<file path="src/rtl/clk_div_prog.sv">
// clk_div_prog: runtime-programmable integer clock divider with period-aligned divisor updates.
module clk_div_prog #(
  parameter int WIDTH     = 16,
  parameter int DIV_RESET = 4
) (
  input  logic             clk,
  input  logic             rst,
  input  logic             en,
  input  logic [WIDTH-1:0] div_in,
  input  logic             div_load,
  output logic             div_pend,
  output logic             div_err,
  output logic [WIDTH-1:0] div_cur,
  output logic             clk_out,
  output logic             tick
);
  if (DIV_RESET < 2 || longint'(DIV_RESET) > (longint'(1) << WIDTH) - 1) begin : g_bad_reset
    $error("clk_div_prog: DIV_RESET out of range");
  end
  logic [WIDTH-1:0] cnt_q, cnt_d, div_cur_q, div_cur_d, pend_val_q, pend_val_d, half;
  logic pend_q, pend_d, clk_out_q, clk_out_d, tick_q, tick_d, err_q, err_d;
  logic wrap, apply, load_ok;
  // A pending divisor applies on a wrap while running, or on any stopped edge;
  // a load captured on that same edge waits for the following boundary.
  always_comb begin
    wrap       = cnt_q == div_cur_q - WIDTH'(1);
    apply      = pend_q && (wrap || !en);
    load_ok    = div_load && div_in >= WIDTH'(2);
    div_cur_d  = apply ? pend_val_q : div_cur_q;
    pend_d     = load_ok || (pend_q && !apply);
    pend_val_d = load_ok ? div_in : pend_val_q;
    cnt_d      = !en ? div_cur_d - WIDTH'(1) : wrap ? '0 : cnt_q + WIDTH'(1);
    half       = div_cur_d >> 1;
    clk_out_d  = en && cnt_d < half;
    tick_d     = en && cnt_d == '0;
    err_d      = div_load && div_in < WIDTH'(2);
  end
  always_ff @(posedge clk or posedge rst) begin
    if (rst) begin
      cnt_q      <= WIDTH'(DIV_RESET - 1);
      div_cur_q  <= WIDTH'(DIV_RESET);
      pend_val_q <= '0;
      pend_q     <= 1'b0;
      clk_out_q  <= 1'b0;
      tick_q     <= 1'b0;
      err_q      <= 1'b0;
    end else begin
      cnt_q      <= cnt_d;
      div_cur_q  <= div_cur_d;
      pend_val_q <= pend_val_d;
      pend_q     <= pend_d;
      clk_out_q  <= clk_out_d;
      tick_q     <= tick_d;
      err_q      <= err_d;
    end
  end
  assign div_pend = pend_q;
  assign div_err  = err_q;
  assign div_cur  = div_cur_q;
  assign clk_out  = clk_out_q;
  assign tick     = tick_q;
endmodule

</file>
<file path="config.mk">
export PLATFORM = sky130hd
export DESIGN_NAME = clk_div_prog
export DESIGN_NICKNAME = d
export VERILOG_FILES = /design/src/rtl/clk_div_prog.sv
export SDC_FILE = /design/constraint.sdc
export NUM_CORES = 1
export LEC_CHECK = 0
export ABC_CLOCK_PERIOD_IN_PS = 10240
export CAP_MARGIN = 40
export CORE_UTILIZATION = 25
export CTS_CLUSTER_SIZE = 24
export DETAILED_ROUTE_END_ITERATION = 12
export SYNTH_ARGS = -nofsm -noshare
export SYNTH_HDL_FRONTEND = slang
export SYNTH_SLANG_ARGS = --single-unit
</file>
<file path="constraint.sdc">
create_clock -name clk -period 10.24 [get_ports clk]
set_input_delay 1.536 -clock clk [delete_from_list [all_inputs] [get_ports clk]]
set_output_delay 1.536 -clock clk [all_outputs]
set_load 0.02 [all_outputs]
</file>
==> out/metrics.cfg, run 1 <==
[logic_synthesis]
ys_types = 62
yosys.area_share.adder = 0.0485
ys_dominant_reg_cell = sky130_fd_sc_hd__dfrtp_1
mappedNetlistArea_um2 = 3870
postSynthNetCount = 459
yosys_register_bits = 52
ys_seq_area_frac = 0.337
yosys.area_share.xor_xnor = 0.118
syn-mean-instance-area_um2 = 9.13
fraction_of_the_mapped_netlist_area_in_compound_gates = 0.143
synth_top_family_by_area = simple AND/OR/NAND/NOR gates
synth_simple_gate_area_frac = 0.203
synthMuxAreaShare = 0.0909
async_flop_share = 1.00
synth_edf_count = 0
synthCells = 424
yosys_warnings = 0

[setup_path]
path_buf_inv = 2
path_depth = 26
critPathCaptureType = flop
cp-startpoint = div_cur[0]
cp_common_cell = sky130_fd_sc_hd__ha_1
crit_type = flop to flop
rrSetupSlack_ns = 4.08
worst_setup_path_endpoint = clk_out
critical-path-max-stage-delay_ns = 0.59
reg2reg_from = div_cur[0]
crit_path_required_time_ns = 10.47
timing.rr.end = clk_out
critPathTopFamily = compound AO/OA/AOI/OAI gates
cp.arrival_ns = 6.40
startpoint_type = flop
reg2regPathDepth = 26
critical_path_peak_fanout = 10
crit_path_top_delay_cell = sky130_fd_sc_hd__or4_1

[layout]
n_antenna_cell = 0
final_nets = 484
cell_count_final_fillers_out = 638
areaGrowthSynthToFinish_pct = 18.7
layout_cells_sized_above_1 = 0.0978
final_cell_mix = 49 x sky130_fd_sc_hd__dfrtp_1, 39 x sky130_fd_sc_hd__clkdlybuf4s50_1, 29 x sky130_fd_sc_hd__nor2_1
fillers = 1551
mostFrequentLayoutCell = sky130_fd_sc_hd__dfrtp_1
finalInstanceArea_um2 = 4590
postLayoutCoreUtil = 0.303

[clock_tree]
clock_path_buffers = 2
htreeDepth = 2
clkSinkCount = 52
postCtsResizedCells = 0
clock_tree_from_tritoncts = done
ctsRootBufferMaster = sky130_fd_sc_hd__clkbuf_16
tritoncts.num_buffers = 5
worst_skew_pair.late_latency_ns = 0.29
clock_edge_transition_at_the_registers_on_the_reported_setup_and_hold_paths_ns = 0.06
postCtsSetupBuffers = 0
cts-hold-fix-buffers = 0

[pwr]
static-leakage-power_nw = 1.81
peakVddDrop_mv = 0.0669
power_density_nw_per_um2 = 182
total_power_mw = 0.838

[die]
floorplan.die_area_um2 = 16000
rows = 45
start_util = 0.256
die_y_um = 126
io_pins = 40
core_um2 = 15100
die-width_um = 126

[place]
post_dp_area_um2 = 4400
post-place-ws_ns = 3.97
place.detailed.instances = 630
hpwl_after_dpl_mm = 8.65
port_buffers = 39
place.gp.congestion = 0.937

[sta]
final_hold_viol_count = 0
fin_setup_tns_ns = 0
final.setup_skew_ns = 0.00428
final_max_slew_viol_count = 0
finalHoldWorstSlack_ns = 0.564
tightestPinTransition_ns = 0.845
rsz_0062_raised_after_global_routing = no
slew_headroom = 0.435
finalWorstPathRequiredPeriod_ns = 6.16
post-route-worst-setup-slack_ns = 4.08
timing.final.crit_share = 0.602
fmaxAchievable_ghz = 0.162
setup-violations-final = 0

[drt]
route.detailed.drc = 0
via_per_inst = 5.26
routed_wire_length_per_instance_um = 17.3
drtAntennaViolNets = 0
route.final.wire_length_mm = 11.0
detail_route.iter0.violations = 186
drtPass1Iterations = 4
vias = 3358

[outcome]
outcome = complete, no violations

[flow_run]
timing.max_cap.violations = 0

[grt]
grt_pass1_wl_mm = 17.9
grt_antenna_before_repair = 0
gr-total-overflow = 0
vias_in_the_first_global_route = 3367
grt_max_degree = 53
grt.total_usage = 0.144

[hold_path]
worstHoldPathType = flop to flop

## routing by layer
layer	track usage	up-vias	routed length, µm
met5	0	-	0
met4	0.0574	0	278
met3	0.0215	19	508
met2	0.238	127	5210
met1	0.188	1620	5040
li1	-	1592	-
## logic make-up (layout without fill, tap and decap cells)
kind of cell / Yosys count / in the layout
xor gates and xnor gates: 52 / 52
and+or+nand+nor: 141 / 141
buffers and inverters: 52 / 78
DFF: 52 / 52
muxes: 32 / 32
AOI/OAI and AO/OA: 80 / 80
adders and majority gates: 15 / 15
## flip-flops by register name, indices dropped and copies added (netlist names)
register,cells
pend_val_q,16
clk_out,1
div_err,1
div_pend,1
div_cur,16
cnt_q,16
tick,1
## where the power goes
group	switching, mW	total [mW]	leakage [nW]	internal, mW
combinational	0.169	0.310	1.10	0.141
sequential	0.0746	0.315	0.619	0.240
clock	0.0724	0.212	0.0911	0.140
## worst min path at each step
stage,start,to,slack [ns],depth (start not counted)
final,pend_val_q[15],pend_val_q[15],0.56,1
after global routing,pend_val_q[15],pend_val_q[15],0.58,1
after CTS,pend_val_q[15],pend_val_q[15],0.57,1
after detailed placement,pend_val_q[15],pend_val_q[15],0.55,1
after global placement,pend_val_q[8],pend_val_q[8],0.54,1
after floorplan,pend_val_q[15],pend_val_q[15],0.48,1
## final cells by class
class	instances	area, µm²	share of cell area
clock inverters	2	60.1	0.0131
multi-input cells	320	2330	0.508
inverters	27	101	0.0221
flip-flops and latches	52	1310	0.284
repair buffers	43	428	0.0932
well taps	188	235	0.0512
clock buffers	6	129	0.0281
## Yosys cell counts, types with 4 or more instances
cell type                  number  share of area
sky130_fd_sc_hd__ha_1          15          0.048
sky130_fd_sc_hd__nand2b_1       5         0.0081
sky130_fd_sc_hd__clkbuf_1      17          0.016
sky130_fd_sc_hd__nor4_1        16          0.026
sky130_fd_sc_hd__mux2_2        17          0.049
sky130_fd_sc_hd__nor2_1        29          0.028
sky130_fd_sc_hd__a21o_1         4         0.0078
sky130_fd_sc_hd__a31oi_1        4         0.0065
sky130_fd_sc_hd__xnor2_1       26          0.059
sky130_fd_sc_hd__mux2i_1       13          0.034
sky130_fd_sc_hd__a21oi_1       13          0.017
sky130_fd_sc_hd__and2_1         4         0.0065
sky130_fd_sc_hd__o22ai_1       11          0.018
sky130_fd_sc_hd__or4_1          4         0.0078
sky130_fd_sc_hd__o31ai_1        6          0.012
sky130_fd_sc_hd__nand4_1        6         0.0097
sky130_fd_sc_hd__o211ai_1       8          0.016
sky130_fd_sc_hd__o21ai_0       11          0.014
sky130_fd_sc_hd__nor3_1        12          0.016
sky130_fd_sc_hd__nor2b_1        5         0.0081
sky130_fd_sc_hd__inv_1         26          0.025
sky130_fd_sc_hd__buf_6          4          0.012
sky130_fd_sc_hd__xor2_1        26          0.059
sky130_fd_sc_hd__nand3_1       14          0.018
sky130_fd_sc_hd__nand2_1       25          0.024
sky130_fd_sc_hd__dfrtp_1       49           0.32
sky130_fd_sc_hd__and3_1         5         0.0081
## worst register-to-register path, stage by stage (launching register included)
cell                        delay (ns)
sky130_fd_sc_hd__dfrtp_1          0.51
sky130_fd_sc_hd__inv_1            0.20
sky130_fd_sc_hd__ha_1             0.29
sky130_fd_sc_hd__inv_1            0.16
sky130_fd_sc_hd__nor4_1           0.30
sky130_fd_sc_hd__a31oi_1          0.11
sky130_fd_sc_hd__or4_1            0.59
sky130_fd_sc_hd__nand4bb_4        0.27
sky130_fd_sc_hd__a21oi_2          0.56
sky130_fd_sc_hd__nor2_1           0.09
sky130_fd_sc_hd__a21oi_1          0.23
sky130_fd_sc_hd__ha_1             0.34
sky130_fd_sc_hd__nand2_1          0.16
sky130_fd_sc_hd__nor4_1           0.33
sky130_fd_sc_hd__a31oi_1          0.10
sky130_fd_sc_hd__xnor2_1          0.24
sky130_fd_sc_hd__o22ai_1          0.17
sky130_fd_sc_hd__ha_1             0.26
sky130_fd_sc_hd__a21oi_1          0.17
sky130_fd_sc_hd__nor2b_1          0.06
sky130_fd_sc_hd__o21ai_0          0.15
sky130_fd_sc_hd__nand2b_1         0.09
sky130_fd_sc_hd__nor2_1           0.13
sky130_fd_sc_hd__o311ai_0         0.14
sky130_fd_sc_hd__a22oi_1          0.18
sky130_fd_sc_hd__o21a_1           0.15
sky130_fd_sc_hd__o41a_1           0.13
Power figures use the tool's default switching activity.
==> run 2: changes to the inputs <==
--- a/config.mk
+++ b/config.mk
@@ -5,7 +5,7 @@
 export SDC_FILE = /design/constraint.sdc
 export NUM_CORES = 1
 export LEC_CHECK = 0
-export ABC_CLOCK_PERIOD_IN_PS = 10240
+export ABC_CLOCK_PERIOD_IN_PS = 6200
 export CAP_MARGIN = 40
 export CORE_UTILIZATION = 25
 export CTS_CLUSTER_SIZE = 24
==> constraint.sdc (replaced) <==
create_clock -name clk -period 6.2 [get_ports clk]
set_input_delay 0.93 -clock clk [delete_from_list [all_inputs] [get_ports clk]]
set_output_delay 0.93 -clock clk [all_outputs]
set_load 0.02 [all_outputs]
==> run 2 against run 1 <==
Clock skew grew 0.0023 ns. Utilization rose by 0.26 points. Non-clock buffer count up 5. Hold slack worse by 0.016 ns. Wire length grew 4.4%. Sequential share of layout area is 0.24 points lower. Maximum frequency increased by 9.9%. Highest routed layer unchanged.
==> out/metrics.cfg, run 2 (synthesized netlist as in run 1, its figures left out) <==
[clock_tree]
worst_skew_pair.late_latency_ns = 0.29  ; about the same
clock_tree_from_tritoncts = done
ctsRootBufferMaster = sky130_fd_sc_hd__clkbuf_16
tritoncts.num_buffers = 5  ; unchanged
cts-hold-fix-buffers = 0  ; unchanged
clock_edge_transition_at_the_registers_on_the_reported_setup_and_hold_paths_ns = 0.07  ; about the same
clkSinkCount = 52  ; unchanged
htreeDepth = 2  ; unchanged
clock_path_buffers = 2  ; unchanged

[sta]
rsz_0062_raised_after_global_routing = no
tightestPinTransition_ns = 0.786  ; -0.0589 ns
post-route-worst-setup-slack_ns = 0.591  ; -3.49 ns
final_max_slew_viol_count = 0  ; unchanged
fin_setup_tns_ns = 0  ; unchanged
slew_headroom = 0.476  ; +0.0410
fmaxAchievable_ghz = 0.178  ; +9.9%
final.setup_skew_ns = 0.00656  ; +0.00228 ns
finalWorstPathRequiredPeriod_ns = 5.61  ; -0.553 ns
final_hold_viol_count = 0  ; unchanged
timing.final.crit_share = 0.905  ; +0.303
setup-violations-final = 0  ; unchanged

[grt]
grt_antenna_before_repair = 0  ; unchanged
grt_pass1_wl_mm = 18.4  ; +2.9%
vias_in_the_first_global_route = 3363  ; -0.12%
grt_max_degree = 53  ; unchanged
grt.total_usage = 0.148  ; +0.00411
gr-total-overflow = 0  ; unchanged

[drt]
via_per_inst = 5.35  ; +1.7%
detail_route.iter0.violations = 275  ; +48%
drtAntennaViolNets = 0  ; unchanged
route.detailed.drc = 0  ; unchanged
vias = 3443  ; +2.5%
routed_wire_length_per_instance_um = 17.9  ; +3.6%
route.final.wire_length_mm = 11.5  ; +4.4%
drtPass1Iterations = 5  ; +1

[hold_path]
whs_path_depth = 1  ; unchanged
worstHoldPathType = flop to flop

[die]
core_um2 = 15100  ; unchanged
floorplan.die_area_um2 = 16000  ; unchanged
start_util = 0.256  ; unchanged
io_pins = 40  ; unchanged
die_y_um = 126  ; unchanged
rows = 45  ; unchanged
die-width_um = 126  ; unchanged

[layout]
final_cell_mix = 49 x sky130_fd_sc_hd__dfrtp_1, 39 x sky130_fd_sc_hd__clkdlybuf4s50_1, 29 x sky130_fd_sc_hd__nor2_1
postLayoutCoreUtil = 0.306  ; +0.00256
mostFrequentLayoutCell = sky130_fd_sc_hd__dfrtp_1
layout_cells_sized_above_1 = 0.112  ; +0.0143
final_nets = 489  ; +1.0%
n_antenna_cell = 0  ; unchanged
areaGrowthSynthToFinish_pct = 19.7
finalInstanceArea_um2 = 4630  ; +0.84%

[pwr]
power_density_nw_per_um2 = 300  ; +64%
static-leakage-power_nw = 1.83  ; +1.3%
peakVddDrop_mv = 0.140  ; +110%

[place]
port_buffers = 39  ; unchanged
hpwl_after_dpl_mm = 8.99  ; +3.9%
place.gp.congestion = 0.924  ; -1.3%
post_dp_area_um2 = 4420  ; +0.34%
post-place-ws_ns = 0.453  ; -3.52 ns

[setup_path]
rrSetupSlack_ns = 0.59  ; -3.49 ns
critical_path_peak_fanout = 11  ; +1
crit_path_top_delay_cell = sky130_fd_sc_hd__or4_4
critPathCaptureType = flop
cp.arrival_ns = 5.84  ; -0.56 ns
startpoint_type = flop
worstPathCellList = or4_4 > nor3_2 > xnor2_1 > or4_1 > nand4bb_4 > a21oi_4 > nor2_1 > a21oi_1 > ha_1 > nor2b_1 > nand2_1 > and3_1 > o32ai_1 > ha_1 > nor2b_1 > o21ai_0 > nand2b_1 > nor2_1 > o311ai_0 > a22oi_1 > o21a_1 > o41a_1
reg2regPathDepth = 22  ; -15%
crit_type = flop to flop
critical-path-max-stage-delay_ns = 0.66  ; +0.07 ns
crit_path_required_time_ns = 6.43  ; -4.04 ns

[flow_run]
timing.max_cap.violations = 0  ; unchanged

[outcome]
outcome = complete, no violations

run 2: repair_timing:
item / 4_1_cts / 5_1_grt
setup endpoints to repair: 0 / 1
buffers inserted: 0 / 2
gates resized for setup: 0 / 3
run 2: final cells by class:
class | instances | area (µm²)
clock buffer | 7 | 153
tap | 188 | 235
sequential | 52 | 1310
fill | 1563 | 10500
clock inverter | 1 | 30.0
inverter | 27 | 101
multi-input combinational | 320 | 2350
timing repair buffer | 48 | 458
run 2: metal layers:
layer / GRT usage / part of all wire / vias to the layer above
li1: - / - / 1595
met1: 0.197 / 0.44 / 1674
met2: 0.242 / 0.47 / 148
met3: 0.0160 / 0.055 / 26
met4: 0.0652 / 0.033 / 0
met5: 0 / 0 / -
run 2: where the power goes:
group / switching, mW / internal, mW / total, mW
Sequential: 0.119 / 0.397 / 0.516
Combinational: 0.294 / 0.244 / 0.538
Clock: 0.122 / 0.213 / 0.334
run 2: final timing paths:
| path | startpoint | end |
|---|---|---|
| worst max-delay path | div_cur[3] | clk_out |
| worst min-delay path | pend_val_q[8] | pend_val_q[8] |
| worst max register to register | div_cur[3] | clk_out |
| worst min register to register | pend_val_q[8] | pend_val_q[8] |
| max in group asynchronous | rst | div_pend |
| min in group asynchronous | rst | cnt_q[3] |
run 2: critical path: cells and delay by family, from the launching register on:
family	cells	cell delay, ns
AOI/OAI and AO/OA	8	1.69
xor gates and xnor gates	1	0.10
adders and majority gates	2	0.66
DFF	1	0.55
and+or+nand+nor	11	2.54
run 2: stage by stage:
step	std cells	hold slack (ns)	power (mW)
3_5_place_dp	633	0.535	1.04
5_1_grt	643	0.571	1.46
6_report	643	0.548	1.39
2_1_floorplan	424	0.481	0.855
4_1_cts	641	0.550	1.38
3_3_place_gp	633	0.534	1.04
==> run 3: changes to the inputs <==
--- a/config.mk
+++ b/config.mk
@@ -5,11 +5,11 @@
 export SDC_FILE = /design/constraint.sdc
 export NUM_CORES = 1
 export LEC_CHECK = 0
-export ABC_CLOCK_PERIOD_IN_PS = 6200
 export CAP_MARGIN = 40
 export CORE_UTILIZATION = 25
 export CTS_CLUSTER_SIZE = 24
 export DETAILED_ROUTE_END_ITERATION = 12
+export SLEW_MARGIN = 20
 export SYNTH_ARGS = -nofsm -noshare
 export SYNTH_HDL_FRONTEND = slang
 export SYNTH_SLANG_ARGS = --single-unit
==> results of run 3 <==
The final DEF is identical to that of run 2; final timing and power are the same.
